===== src/rtl/div_pkg.sv =====
// Shared definitions for the sequential signed divider: FSM states,
// default operand width and the count-down counter width.
package div_pkg;

    typedef enum logic [1:0] {
        IDLE,
        DIV,
        FIX
    } div_state_t;

    localparam int DIV_N = 4;

    function automatic int count_width(input int n);
        return $clog2(n + 1);
    endfunction

endpackage


===== src/rtl/mag_sign_conv.sv =====
// Two's-complement sign/magnitude converter. With to_mag=1 it splits a signed
// value into sign and unsigned magnitude; with to_mag=0 it applies sign_in to a magnitude.
module mag_sign_conv #(
    parameter int W = 4
) (
    input  logic         to_mag,
    input  logic         sign_in,
    input  logic [W-1:0] x,
    output logic         sign_out,
    output logic [W-1:0] y
);

    // Negating the most-negative value yields 2^(W-1), which is still correct read as unsigned.
    assign sign_out = to_mag ? x[W-1] : sign_in;
    assign y        = sign_out ? -x : x;

endmodule


===== src/rtl/seq_signed_divider.sv =====
// Sequential signed divider: 2N-bit dividend by N-bit divisor, truncating toward
// zero, one restoring step per clock on magnitudes followed by a sign fix-up cycle.
module seq_signed_divider
    import div_pkg::*;
#(
    parameter int N = DIV_N
) (
    input  logic           clk,
    input  logic           reset,
    input  logic           load,
    input  logic [2*N-1:0] D,
    input  logic [N-1:0]   V,
    output logic [N-1:0]   Qo,
    output logic [N-1:0]   R,
    output logic           busy,
    output logic           done,
    output logic           dz,
    output logic           ovf
);

    localparam int CW = count_width(N);
    localparam logic [N-1:0] QMAX_POS = N'((1 << (N - 1)) - 1);
    localparam logic [N-1:0] QMAX_NEG = N'(1 << (N - 1));

    div_state_t     state;
    logic [CW-1:0]  count;
    logic [N-1:0]   pr;
    logic [N-1:0]   qs;
    logic [N-1:0]   abs_v;
    logic           s_d;
    logic           s_v;

    logic           d_sign;
    logic           v_sign;
    logic [2*N-1:0] abs_d_in;
    logic [N-1:0]   abs_v_in;
    logic           q_neg;
    logic           r_sign_unused;
    logic [N-1:0]   q_val;
    logic [N-1:0]   r_val;
    logic [N:0]     trial;
    logic           q_too_big;

    mag_sign_conv #(.W(2 * N)) u_dividend_mag (
        .to_mag   (1'b1),
        .sign_in  (1'b0),
        .x        (D),
        .sign_out (d_sign),
        .y        (abs_d_in)
    );

    mag_sign_conv #(.W(N)) u_divisor_mag (
        .to_mag   (1'b1),
        .sign_in  (1'b0),
        .x        (V),
        .sign_out (v_sign),
        .y        (abs_v_in)
    );

    mag_sign_conv #(.W(N)) u_quotient_fix (
        .to_mag   (1'b0),
        .sign_in  (s_d ^ s_v),
        .x        (qs),
        .sign_out (q_neg),
        .y        (q_val)
    );

    mag_sign_conv #(.W(N)) u_remainder_fix (
        .to_mag   (1'b0),
        .sign_in  (s_d),
        .x        (pr),
        .sign_out (r_sign_unused),
        .y        (r_val)
    );

    // The partial remainder stays below |V| <= 2^(N-1), so N bits hold it and
    // the (N+1)-bit trial difference carries the restore decision in its top bit.
    assign trial     = {pr, qs[N-1]} - {1'b0, abs_v};
    assign q_too_big = q_neg ? (qs > QMAX_NEG) : (qs > QMAX_POS);

    always_ff @(posedge clk) begin
        if (reset) begin
            state <= IDLE;
            count <= '0;
            pr    <= '0;
            qs    <= '0;
            abs_v <= '0;
            s_d   <= 1'b0;
            s_v   <= 1'b0;
            Qo    <= '0;
            R     <= '0;
            busy  <= 1'b0;
            done  <= 1'b0;
            dz    <= 1'b0;
            ovf   <= 1'b0;
        end else begin
            done <= 1'b0;
            case (state)
                IDLE: begin
                    if (load) begin
                        s_d   <= d_sign;
                        s_v   <= v_sign;
                        abs_v <= abs_v_in;
                        pr    <= abs_d_in[2*N-1:N];
                        qs    <= abs_d_in[N-1:0];
                        count <= CW'(N);
                        if (V == '0) begin
                            done <= 1'b1;
                            dz   <= 1'b1;
                            ovf  <= 1'b0;
                            Qo   <= '0;
                            R    <= '0;
                        end else if (abs_d_in[2*N-1:N] >= abs_v_in) begin
                            done <= 1'b1;
                            dz   <= 1'b0;
                            ovf  <= 1'b1;
                            Qo   <= '0;
                            R    <= '0;
                        end else begin
                            state <= DIV;
                            busy  <= 1'b1;
                        end
                    end
                end
                DIV: begin
                    if (!trial[N]) begin
                        pr <= trial[N-1:0];
                        qs <= {qs[N-2:0], 1'b1};
                    end else begin
                        pr <= {pr[N-2:0], qs[N-1]};
                        qs <= {qs[N-2:0], 1'b0};
                    end
                    count <= count - CW'(1);
                    if (count == CW'(1)) begin
                        state <= FIX;
                    end
                end
                FIX: begin
                    if (q_too_big) begin
                        ovf <= 1'b1;
                        Qo  <= '0;
                        R   <= '0;
                    end else begin
                        ovf <= 1'b0;
                        Qo  <= q_val;
                        R   <= r_val;
                    end
                    dz    <= 1'b0;
                    done  <= 1'b1;
                    busy  <= 1'b0;
                    state <= IDLE;
                end
                default: state <= IDLE;
            endcase
        end
    end

endmodule


===== config.mk =====
export PLATFORM = sky130hd
export DESIGN_NAME = seq_signed_divider
export DESIGN_NICKNAME = d
export VERILOG_FILES = /design/src/rtl/div_pkg.sv /design/src/rtl/mag_sign_conv.sv /design/src/rtl/seq_signed_divider.sv
export SDC_FILE = /design/constraint.sdc
export NUM_CORES = 1
export LEC_CHECK = 0
export ABC_AREA = 1
export BUFFER_PORTS_ARGS = -buffer_cell sky130_fd_sc_hd__buf_4
export CORE_MARGIN = 5
export CORE_UTILIZATION = 35
export CTS_BUF_LIST = sky130_fd_sc_hd__clkbuf_4
export DETAILED_ROUTE_END_ITERATION = 8
export PLACE_DENSITY = 0.64
export SLEW_MARGIN = 5
export SYNTH_ARGS = -nofsm -noshare
export SYNTH_HDL_FRONTEND = slang
export SYNTH_SLANG_ARGS = --single-unit
export TNS_END_PERCENT = 50

===== constraint.sdc =====
create_clock -name clk -period 1.8 [get_ports clk]
set_clock_uncertainty 0.15 [all_clocks]
set_input_delay 0 -clock clk [delete_from_list [all_inputs] [get_ports clk]]
set_output_delay 0 -clock clk [all_outputs]
set_load 0.05 [all_outputs]

# ---- Yosys cells after proc, flatten, opt, wreduce, memory -nomap -nowiden
# Cells that the tools add are included.
dict set report classes {
  addsub 6
  order_cmp 3
  eq_ne 8
  n_mux 42
  bitwise_logic 1
  n_reduce_logical 9
}
# op n
set ops {}
lappend ops {{$mux 4} 11}
lappend ops {{$pmux 4 s2} 4}
lappend ops {{$mux 1} 15}
lappend ops {{$neg 4->4} 3}
lappend ops {{$mux 2} 4}
lappend ops {{$mux 8} 1}
lappend ops {{$ne 2x2->1 const B} 4}
lappend ops {{$neg 8->8} 1}
lappend ops {{$pmux 1 s2} 4}
lappend ops {{$reduce_and 4->1} 2}
lappend ops {{$pmux 3 s2} 1}
lappend ops {{$sub 5x4->5} 1}
lappend ops {{$ge 4x4->1} 1}
lappend ops {{$gt 4x3->1 const B} 1}
lappend ops {{$gt 4x4->1 const B} 1}
lappend ops {{$logic_not 4->1} 1}
lappend ops {{$pmux 2 s2} 1}
lappend ops {{$reduce_and 2->1} 2}
lappend ops {{$reduce_bool 2->1} 2}
lappend ops {{$eq 3x1->1 const B} 1}
lappend ops {{$mux 3} 1}
lappend ops {{$ne 3x3->1 const B} 1}
lappend ops {{$reduce_and 3->1} 1}
lappend ops {{$sub 3x1->3 const B} 1}
lappend ops {{4 further kinds} 4}
dict set report word_totals {
  register_bits 31
  input_bits 15
  elab_cells 82
}

# ---- Logic depth before layout (Yosys ltp)
dict set report logic_depth {
  depth_word 7
  mapped_depth 18
  depth_no_buf 18
}

# ---- Hierarchy
# From an unflattened synthesis, not the netlist that was laid out.
dict set report unflattened {
  hier_cells 333
  area_unflattened_um2 2158.3
}
# module instances cells_each area_each_um2 seq_area_each_um2
set modules_own_cells {}
lappend modules_own_cells {seq_signed_divider 1 225 1624.1 620.6}
lappend modules_own_cells {{mag_sign_conv at u_divisor_mag ...} 3 21 102.6 0.0}
lappend modules_own_cells {{mag_sign_conv at u_dividend_mag} 1 45 226.5 0.0}

# ---- Least setup slack after synthesis
# No wires, ideal clock.
dict set report synth_timing {
  path_kind {reg2reg}
  start {register qs[3]}
  end {register pr[1]}
  setup_ns 0.128
  arrival_ns 1.695
  required_ns 1.522
  slack_ns -0.173
  path_stages_with_launch 12
  path_buffers 0
  period_less_slack_ns 1.973
  path_cell_list {dfxtp_1 inv_1 ha_1 fa_1 inv_1 nand3_1 nand3_1 nand2_1 nor2_1 nor2_1 nor2_1 nor2_1}
}
dict set report synth_via {
  elab_chain_cells 3
}
# element line_no
set synth_rtl {}
lappend synth_rtl {{start: declaration} seq_signed_divider.sv:28} ;# logic [N-1:0] qs;
lappend synth_rtl {{start signal: assignment} seq_signed_divider.sv:105} ;# qs <= abs_d_in[N-1:0];
lappend synth_rtl {{start signal: assignment} seq_signed_divider.sv:128} ;# qs <= {qs[N-2:0], 1'b1};
lappend synth_rtl {{start signal: assignment} seq_signed_divider.sv:131} ;# qs <= {qs[N-2:0], 1'b0};
lappend synth_rtl {{$sub 5x4->5} seq_signed_divider.sv:78} ;# assign trial = {pr, qs[N-1]} - {1'b0, abs_v};
lappend synth_rtl {{$mux 4} seq_signed_divider.sv:126} ;# if (!trial[N]) begin
lappend synth_rtl {{$pmux 4 s2} seq_signed_divider.sv:98} ;# case (state)
lappend synth_rtl {{end signal: assignment} seq_signed_divider.sv:104} ;# pr <= abs_d_in[2*N-1:N];
lappend synth_rtl {{end signal: assignment} seq_signed_divider.sv:127} ;# pr <= trial[N-1:0];
lappend synth_rtl {{end signal: assignment} seq_signed_divider.sv:130} ;# pr <= {pr[N-2:0], qs[N-1]};
lappend synth_rtl {{end: declaration} seq_signed_divider.sv:27} ;# logic [N-1:0] pr;
# No other way between the ends.
# A chain may end at the register's enable or synchronous reset.

# ---- Final worst setup path
# Same ends and word-level chain as after synthesis.

==> impl_metrics.tcl <==
set metrics [dict create \
    syn_avg_cell_area_sq_um 6.64 \
    syn_nets 328 \
    die_x_um 85.2 \
    antenna_found_initial 0 \
    track_usage 0.139 \
    slew_headroom 0.679 \
    rows 27 \
    power_leakage_uw 0.00127 \
    drc_errors 0 \
    synth_cells 298 \
    fin_hold_ws_ps 7.27 \
    path_class "reg -> reg" \
    layout-drive-gt1-share 0.266 \
    worstSetupEndpointType "flop" \
    cts_tree "yes" \
    combPwrFrac 0.469 \
    root_buffer "clkbuf_4" \
    drt.antenna.violating_nets 0 \
    start_kind "flop" \
    dr.pass1.iters 4 \
    ff_latch_area_sq_um 624 \
    grt_max_degree 21 \
    gr-total-overflow 0 \
    max_slew.worst_pin.slew_ps 481 \
    synth_edf_count 0 \
    r2r-start "qs[3]" \
    nets 386 \
    ff2ff_setup_slack_ps 8 \
    drv_slew 0 \
    grt_first_pass_wirelength_um 8270 \
    synth_seq_cells 31 \
    swShare 0.414 \
    cp-startpoint "qs[3]" \
    route.vias.total 2049 \
    synth_flop_cell "dfxtp_1" \
    min_period_over_period 0.996 \
    synth.yosys.warnings 0 \
    cts.sinks 31 \
    p_int_uw 1350 \
    ys_types 31 \
    area_growth_pct 34.6 \
    status "completed" \
    dieArea_sq_mm 0.00726 \
    cellPowerDensity_mw_per_mm2 867 \
    ys_seq_area_frac 0.314 \
    clk_pin_slew_ps 100 \
    max_freq_mhz 558 \
    final_cell_mix "70 x nand2_1, 46 x buf_4, 39 x inv_1" \
    drt_iter0_markers 84 \
    finalHoldViolCount 0 \
    grt_pass1_vias 1915 \
    period_needed_ps 1790 \
    power_frac_clock 0.172 \
    power_frac_seq 0.359 \
    cts_buffers 5 \
    fp.dieH_um 85.2 \
    rsz0062_at_grt "true" \
    ir_worst_vdd_mv 0.299 \
    start_util 0.359 \
    hpwl_um 3780 \
    coreArea_sq_mm 0.00551 \
    place_congestion 0.872 \
    final_common_cell "nand2_1" \
    wl_per_cell_um 11.4 \
    worst-path-max-fanout 4 \
    setup_viol 0 \
    arrival_ps 1920 \
    drt-total-wl_um 4870 \
    clock_latency_ps 340 \
    p_sw_uw 956 \
    port_buffers 26 \
    cts_buffer_depth 2 \
    final_cell_area_sq_mm 0.00266 \
    crit_required_ps 1930 \
    synthArstFlopShare 0 \
    viasPerCell 4.78 \
    post_dp_cell_area_sq_mm 0.00239 \
    maxCapViolations 0 \
    multiInputGateArea_sq_mm 0.00126 \
    pin_count 27 \
    cts_max_level 2 \
    synth_area_sq_mm 0.00198 \
    diodes 0 \
    hold_class "in -> reg" \
    min_from "V[3]" \
    n_fill_cell 554 \
]
==> state kept, by name (all words and copies together), names as in the netlist <==
signal  cells
busy        1
Qo          4
R           4
count       3
s_d         1
pr          4
qs          4
done        1
dz          1
ovf         1
abs_v       4
state       2
s_v         1
==> critical path: stages, from the launching register on <==
cell and delay [ps]:
dfxtp_4 370, inv_4 40, ha_4 150, fa_2 350
inv_2 80, nand2_2 60, nand2_4 90, nand3_4 80
nand2_4 100, nor2_1 40, nor2_1 100, nor2_1 50
nor2_1 70
==> cell type report <==
type | instances | share of cell area
Sequential cell | 31 | 0.234
Clock inverter | 2 | 0.00329
Clock buffer | 6 | 0.0169
Inverter | 48 | 0.0686
Timing Repair Buffer | 57 | 0.171
Tap cell | 72 | 0.0338
Multi-Input combinational cell | 213 | 0.472
==> kinds of logic after synthesis <==
kind of cell               Yosys count  share of synthesized area
and+or+nand+nor                    142                      0.312
buffers and inverters               55                      0.110
AOI/OAI and AO/OA                   51                      0.147
DFF                                 31                      0.314
adders and majority gates           15                     0.0987
xor gates and xnor gates             4                     0.0177
==> per-stage QoR <==
| step | std cells | util | setup WS, ps | setup TNS, ps | total power, uW |
|---|---|---|---|---|---|
| global route | 429 | 0.484 | -117 | -360 | 2510 |
| global placement | 409 | 0.434 | -175 | -1650 | 1740 |
| CTS | 428 | 0.469 | -6.63 | -10.2 | 2210 |
| detailed placement | 409 | 0.434 | -170 | -1530 | 1750 |
| floorplan | 298 | - | 12.0 | 0 | 1500 |
| finish | 429 | 0.484 | 7.85 | 0 | 2310 |
==> cell usage after synthesis, types with 3 or more instances <==
master | number | area [sq um]
nand2_1 | 76 | 285
inv_1 | 41 | 154
dfxtp_1 | 31 | 621
nand3_1 | 28 | 140
a21oi_1 | 25 | 125
nor2_1 | 22 | 82.6
o21ai_0 | 16 | 80.1
ha_1 | 14 | 175
inv_2 | 7 | 26.3
nand2_2 | 6 | 37.5
buf_2 | 3 | 15.0
clkbuf_1 | 3 | 11.3
==> path summary, 6_finish.rpt <==
kind	end	cells after the start
min	abs_v[1]	5
max reg2reg	pr[1]	12
max	pr[1]	12
min reg2reg	dz	2
==> per-layer routing <==
metal	track usage	vias to the layer above	routed length, um
li1	-	1084	-
met1	0.174	908	2220
met2	0.230	48	2270
met3	0.0398	9	310
met4	0.0432	0	72
met5	0	-	0
==> power groups by stage <==
stage | Combinational, uW | Sequential, uW | Clock, uW
floorplan | 606 | 893 | 0
finish | 1080 | 828 | 398
CTS | 969 | 825 | 413
global placement | 901 | 837 | 0
global route | 1220 | 841 | 444
detailed placement | 913 | 839 | 0
==> repair_timing <==
item / CTS / global route
pin swaps: 7 / 2
setup endpoints to repair: 4 / 15
setup buffers: 0 / 0
endpoints found under the hold margin: 23 / 0
gates resized for setup: 7 / 16
hold buffers: 11 / 0
gates cloned: 0 / 1
No activity file was read; power rests on OpenSTA's default activity.
